**config.mk**
```make
export PLATFORM = sky130hd
export DESIGN_NAME = window_packer
export DESIGN_NICKNAME = d
export VERILOG_FILES = /design/src/rtl/window_packer_pkg.sv /design/src/rtl/window_packer.sv
export SDC_FILE = /design/constraint.sdc
export NUM_CORES = 2
export LEC_CHECK = 0
export CORE_UTILIZATION = 63
export DETAILED_ROUTE_END_ITERATION = 10
export DONT_BUFFER_PORTS = 1
export HOLD_SLACK_MARGIN = 0.1
export PLACE_DENSITY = 0.79
export SLEW_MARGIN = 20
export SYNTH_ARGS = -nofsm -noshare
export SYNTH_HDL_FRONTEND = slang
export SYNTH_SLANG_ARGS = --single-unit
```
**constraint.sdc**
```tcl
create_clock -name clk -period 40.7 [get_ports clk]
set_clock_uncertainty 0.15 [all_clocks]
set_input_delay 8.14 -clock clk [delete_from_list [all_inputs] [get_ports clk]]
set_output_delay 8.14 -clock clk [all_outputs]
set_load 0.02 [all_outputs]
```
**src/rtl/window_packer_pkg.sv**
```systemverilog
`default_nettype none
// ============================================================================
// Module      : window_packer_pkg
// Description : Shared types and helpers for the window packer / reader pair.
// Revision    : 1.0 - initial release
// ============================================================================
package window_packer_pkg;

   localparam logic [0:0] c_st_fill = 1'b0;
   localparam logic [0:0] c_st_full = 1'b1;

   typedef enum logic [0:0] {
      FILL = c_st_fill,
      FULL = c_st_full
   } pack_state_t;

   // Counter width able to hold 0..n inclusive.
   function automatic int cnt_width(input int n);
      return $clog2(n + 1);
   endfunction

endpackage
`default_nettype wire

```
**src/rtl/window_packer.sv**
```systemverilog
`default_nettype none
// ============================================================================
// Module      : window_packer
// Description : Packs a scalar sample stream into WINDOW_SIZE-wide windows.
// Revision    : 1.0 - initial release
// ============================================================================
module window_packer
   import window_packer_pkg::*;
#(
   parameter int DATA_WIDTH  = 16,
   parameter int WINDOW_SIZE = 32,
   parameter int CNT_W       = cnt_width(WINDOW_SIZE)
) (
   input  logic                         clk,
   input  logic                         rst,
   input  logic signed [DATA_WIDTH-1:0] in_sample,
   input  logic                         in_valid,
   input  logic                         in_last,
   output logic                         in_ready,
   output logic signed [DATA_WIDTH-1:0] out_window [0:WINDOW_SIZE-1],
   output logic [CNT_W-1:0]             out_count,
   output logic                         out_valid,
   input  logic                         out_ready
);

   localparam logic [CNT_W-1:0] c_last_idx = CNT_W'(WINDOW_SIZE - 1);
   localparam logic [CNT_W-1:0] c_one      = CNT_W'(1);

   pack_state_t                  r_state;
   logic signed [DATA_WIDTH-1:0] r_fill_buf   [0:WINDOW_SIZE-1];
   logic signed [DATA_WIDTH-1:0] r_out_window [0:WINDOW_SIZE-1];
   logic [CNT_W-1:0]             r_wr_idx;
   logic [CNT_W-1:0]             r_hold_count;
   logic [CNT_W-1:0]             r_out_count;
   logic                         r_out_valid;

   logic                         w_accept;
   logic                         w_close;
   logic                         w_slot_free;
   logic                         w_xfer;
   logic [CNT_W-1:0]             w_xfer_count;
   logic signed [DATA_WIDTH-1:0] w_buf_next    [0:WINDOW_SIZE-1];
   logic signed [DATA_WIDTH-1:0] w_xfer_window [0:WINDOW_SIZE-1];

   assign in_ready     = (r_state == FILL) && !rst;
   assign w_accept     = in_valid && in_ready;
   assign w_close      = w_accept && ((r_wr_idx == c_last_idx) || in_last);
   assign w_slot_free  = !r_out_valid || out_ready;
   // Either a fresh close or a held window moves into the output register.
   assign w_xfer       = w_slot_free && (w_close || (r_state == FULL));
   assign w_xfer_count = (r_state == FULL) ? r_hold_count : (r_wr_idx + c_one);

   assign out_count    = r_out_count;
   assign out_valid    = r_out_valid;

   generate
      for (genvar i = 0; i < WINDOW_SIZE; i++) begin : g_lane
         assign w_buf_next[i]    = (w_accept && (r_wr_idx == CNT_W'(i))) ? in_sample
                                                                         : r_fill_buf[i];
         assign w_xfer_window[i] = (CNT_W'(i) < w_xfer_count) ? w_buf_next[i] : '0;
         assign out_window[i]    = r_out_window[i];
      end
   endgenerate

   always_ff @(posedge clk or posedge rst) begin
      if (rst) begin
         r_state      <= FILL;
         r_wr_idx     <= '0;
         r_hold_count <= '0;
         r_out_count  <= '0;
         r_out_valid  <= 1'b0;
         for (int i = 0; i < WINDOW_SIZE; i++) begin
            r_fill_buf[i]   <= '0;
            r_out_window[i] <= '0;
         end
      end else if (w_xfer) begin
         for (int i = 0; i < WINDOW_SIZE; i++) begin
            r_out_window[i] <= w_xfer_window[i];
            r_fill_buf[i]   <= '0;
         end
         r_out_count <= w_xfer_count;
         r_out_valid <= 1'b1;
         r_wr_idx    <= '0;
         r_state     <= FILL;
      end else begin
         if (r_out_valid && out_ready) begin
            r_out_valid <= 1'b0;
         end
         if (w_accept) begin
            for (int i = 0; i < WINDOW_SIZE; i++) begin
               r_fill_buf[i] <= w_buf_next[i];
            end
         end
         // A close that cannot reach the output parks the window in FULL.
         if (w_close) begin
            r_hold_count <= r_wr_idx + c_one;
            r_state      <= FULL;
         end else if (w_accept) begin
            r_wr_idx <= r_wr_idx + c_one;
         end
      end
   end

endmodule
`default_nettype wire

```
After elaboration in Yosys (flattened, before gate mapping)

Cells that the tools add are included.

Equality and inequality tests: 32
Multiplexer cells: 74
Bitwise gates (word level): 2
Magnitude comparators: 32
Reduce and logical (&&, ||, !) cells: 48
Add/sub/neg operators: 1

Operators by type and width:

| operator            | number |
|---|---|
| $mux 16             | 64 |
| $mux 512            | 2 |
| $eq 6x5->1 const B  | 16 |
| $lt 5x6->1 const A  | 16 |
| $eq 6x4->1 const B  | 8 |
| $lt 4x6->1 const A  | 8 |
| $logic_and 1x1->1   | 37 |
| $eq 6x3->1 const B  | 4 |
| $lt 3x6->1 const A  | 4 |
| $mux 6              | 4 |
| $eq 6x2->1 const B  | 2 |
| $lt 1x6->1 const A  | 2 |
| $lt 2x6->1 const A  | 2 |
| $add 6x1->6 const B | 1 |
| $eq 6x1->1 const B  | 1 |
| $logic_not 6->1     | 1 |
| $reduce_bool 2->1   | 3 |
| $mux 1              | 4 |
| $reduce_and 2->1    | 2 |
| $logic_or 1x1->1    | 3 |
| $logic_not 1->1     | 2 |
| $ne 2x1->1 const B  | 1 |
| $not 1->1           | 2 |

Input bits: 21
Word-level logic and storage cells: 258
Output and inout bits: 520
Register bits: 1,044

Depth between registers and ports, before layout

Depth after elaboration: 8
Depth in mapped cells: 11
Depth with buffers taken out: 7

Worst setup path after synthesis

Ideal clock, no wire load.

Path kind: input to output
Start point: input port rst
End point: output port in_ready
Buffers on the path: 1
Setup slack: 23.737 ns
Stages: 2
Arrival time: 8.673 ns
Cells stage by stage: buf_2 nor2_2

Word-level cells in the longest chain between the ends: 2

Ends and longest elaborated chain:

| item                             | line                | text |
|---|---|---|
| start, declared                  | window_packer.sv:15 | `input logic rst,` |
| $logic_not 1->1 (no source line) | -                   |  |
| $logic_and 1x1->1                | window_packer.sv:45 | `assign in_ready = (r_state == FILL) && !rst;` |
| end, declared                    | window_packer.sv:19 | `output logic in_ready,` |

Every way passes these cells.

Final worst setup path

Ends and elaborated chain as after synthesis.

==> impl_metrics.env <==
export IMPL_vdd_drop_max_mv=0.0383
export IMPL_required_ps=32410
export IMPL_totalWireLength_um=117000
export IMPL_fin_crit_sh_pct=41.6
export IMPL_syn_area_um2=42200
export IMPL_maxSlewViolCount=0
export IMPL_syn_inst=3651
export IMPL_synthAdderAreaFrac_pct=0.119
export IMPL_rr_startpoint="r_wr_idx[0]$_DFFE_PP0P_"
export IMPL_ant_nets=0
export IMPL_core_area_um2=66000
export IMPL_cp_cell_sequence="nor2_2 > buf_4"
export IMPL_fmax_ghz=0.0591
export IMPL_die_h_um=261
export IMPL_synth_top_family_by_area="multiplexers"
export IMPL_crit_path_start="rst"
export IMPL_root_buffer="clkbuf_16"
export IMPL_clkSinkCount=1044
export IMPL_viasPerCell=6.44
export IMPL_synth_mux_area_share_pct=12.3
export IMPL_final_common_cell="dfrtp_1"
export IMPL_cts_buffers=102
export IMPL_synth_simple_area_share_pct=11.4
export IMPL_seq_area_frac_synth_pct=61.9
export IMPL_cp_slowest_cell="buf_4"
export IMPL_grt_total_usage_pct=34.0
export IMPL_hold_path_class="reg2reg"
export IMPL_finalSetupViolCount=0
export IMPL_first_global_vias=28106
export IMPL_final_nets=3514
export IMPL_fp_dieArea_um2=68000
export IMPL_drt_initial_drc_count=3147
export IMPL_synth_main_ff_cell="dfrtp_1"
export IMPL_power_leakage_nw=23.2
export IMPL_post_drt_wl_per_cell_um=26.3
export IMPL_dp_hpwl_um=69000
export IMPL_synth_seq_cells=1044
export IMPL_hp_start="r_fill_buf[295]$_DFFE_PP0P_"
export IMPL_num_io_pins=541
export IMPL_failed_checks="DRC"
export IMPL_dr_pass1_iters=8
export IMPL_synth_cell_types=69
export IMPL_tightest_slew_ps=1270
export IMPL_power_density_nw_per_um2=51.6
export IMPL_cts_resized_gates=0
export IMPL_grt_max_degree=268
export IMPL_arrival_ps=8640
export IMPL_cts_htree_levels=3
export IMPL_n_fill_cell=4529
export IMPL_synth_edff_count=0
export IMPL_hold_violations=0
export IMPL_postCtsSetupRepairBufs=0
export IMPL_rsz0062_at_grt="no"
export IMPL_num_vias=28599
export IMPL_max_cap_violations=0
export IMPL_setup_tns_ps=0
export IMPL_crit_family="buffers and inverters"
export IMPL_numPortBuffers=0
export IMPL_grt_overflow_total=0
export IMPL_start_util_pct=63.9
export IMPL_slew_headroom_pct=15.5
export IMPL_clockBufferDepth=3
export IMPL_clkTransAtPathRegs_ps=60
export IMPL_rrSetupSlack_ps=35580
export IMPL_synth_avg_cell_area_um2=11.6
export IMPL_min_period_ps=16930
export IMPL_die_width_um=261
export IMPL_gp_congestion=0.885
export IMPL_synth_compound_area_share_pct=10.4
export IMPL_cp_end_kind="output port"
export IMPL_cp_start_kind="input port"
export IMPL_whs_ps=365
export IMPL_final_cell_mix="dfrtp_1 (1043), nor2_1 (624), mux2i_1 (512), nand2_1 (475), o31ai_1 (417)"
export IMPL_cp_max_fo=10
export IMPL_drive_above_1_share_pct=7.81
export IMPL_critical_path_class="in2out"
export IMPL_synthXorXnorAreaFrac_pct=0.246
export IMPL_critPathBufInv=1
export IMPL_total_power_w=0.00236
export IMPL_synthArstFlopShare_pct=100
export IMPL_status="complete, but fails checks"
export IMPL_insertion_delay_ps=670
export IMPL_slowest_delay_ps=320
export IMPL_synthesis_nets=3676
export IMPL_cts_tree="done"
export IMPL_area_growth_pct=8.56
export IMPL_grt_first_pass_wirelength_um=174000
export IMPL_antenna_found_initial=1
export IMPL_yosysWarnings=0
export IMPL_drc=66
export IMPL_num_rows=94
export IMPL_hold_buffers=0
==> metal layers <==
metal | vias up | wire, µm | share of wire (%) | global-route usage, %
met4 | 0 | 5880 | 5.0 | 16.5
met2 | 1342 | 53600 | 46 | 51.4
li1 | 12248 | - | - | -
met1 | 14714 | 45700 | 39 | 45.5
met5 | - | 0 | 0 | 0
met3 | 295 | 11600 | 9.9 | 9.70
==> worst min-delay path, stage by stage, from the launching register on <==
cell     delay, ps
dfrtp_1        320
mux2i_1         70
nor2_1          80
==> layout make-up <==
class	instances	area (µm²)	area share, %
flip-flops and latches	1044	26100	57.0
multi-input cells	2291	14600	31.8
clock buffers	151	3030	6.61
well taps	864	1080	2.36
clock inverters	38	495	1.08
repair buffers	44	443	0.967
inverters	6	35.0	0.0765
diodes	2	5.00	0.0109
==> final timing paths <==
| check | depth (start not counted) | endpoint |
|---|---|---|
| min | 2 | r_fill_buf[295]$_DFFE_PP0P_ |
| max reg2reg | 8 | out_window[228]$_DFFE_PP0N_ |
| min reg2reg | 2 | r_fill_buf[295]$_DFFE_PP0P_ |
| max in group asynchronous | 3 | out_window[343]$_DFFE_PP0N_ |
| max | 2 | in_ready |
| min in group asynchronous | 1 | r_hold_count[5]$_DFFE_PP0P_ |
==> power by group <==
part / total, W / internal, W / switching, W / leakage [nW]
Sequential: 0.00119 / 0.00109 / 0.0000994 / 14.4
Combinational: 0.000196 / 0.0000545 / 0.000141 / 7.04
Clock: 0.000974 / 0.000564 / 0.000410 / 1.72
==> per-stage QoR <==
stage	cells	setup slack [ps]	cell area, µm²	util (%)
detailed placement	4248	23790	42200	63.9
global placement	4248	23770	42200	63.9
floorplan	3651	2690	42200	-
finish	4440	23770	45800	69.4
CTS	4437	23790	45700	69.2
global route	4439	23790	45800	69.4
==> cells by family (layout without fill, tap and decap cells) <==
logic type	count (synthesis)	count (layout)
AO/OA/AOI/OAI	575	575
XOR/XNOR	11	11
adder cells (fa/ha/maj)	4	4
buffers and inverters	316	239
flip-flops	1044	1044
multiplexers	516	516
other	0	2
AND/OR/NAND/NOR	1185	1185
==> flip-flops by register name (all words and copies together), names as in the netlist <==
register	cells
r_wr_idx	6
r_state	1
out_valid	1
out_count	6
r_fill_buf	512
out_window	512
r_hold_count	6
==> cell usage after synthesis, types with 5 or more instances <==
master | instances | area [µm²]
and3_1 | 7 | 43.8
a211oi_1 | 81 | 608
clkbuf_1 | 71 | 267
inv_1 | 5 | 18.8
o21ai_1 | 25 | 125
nor2b_1 | 7 | 43.8
mux2i_1 | 512 | 5120
buf_6 | 6 | 67.6
nand2b_1 | 6 | 37.5
nand2_1 | 475 | 1780
o21ai_0 | 5 | 25.0
dfrtp_1 | 1044 | 26100
nor2_4 | 8 | 90.1
nand3_1 | 12 | 60.1
a21oi_1 | 14 | 70.1
buf_2 | 221 | 1110
buf_4 | 11 | 82.6
nor2_1 | 624 | 2340
nor3_1 | 7 | 35.0
nor3_2 | 11 | 110
xnor2_1 | 6 | 52.6
o31ai_1 | 417 | 3130
No activity file was read; power rests on OpenSTA's default activity.
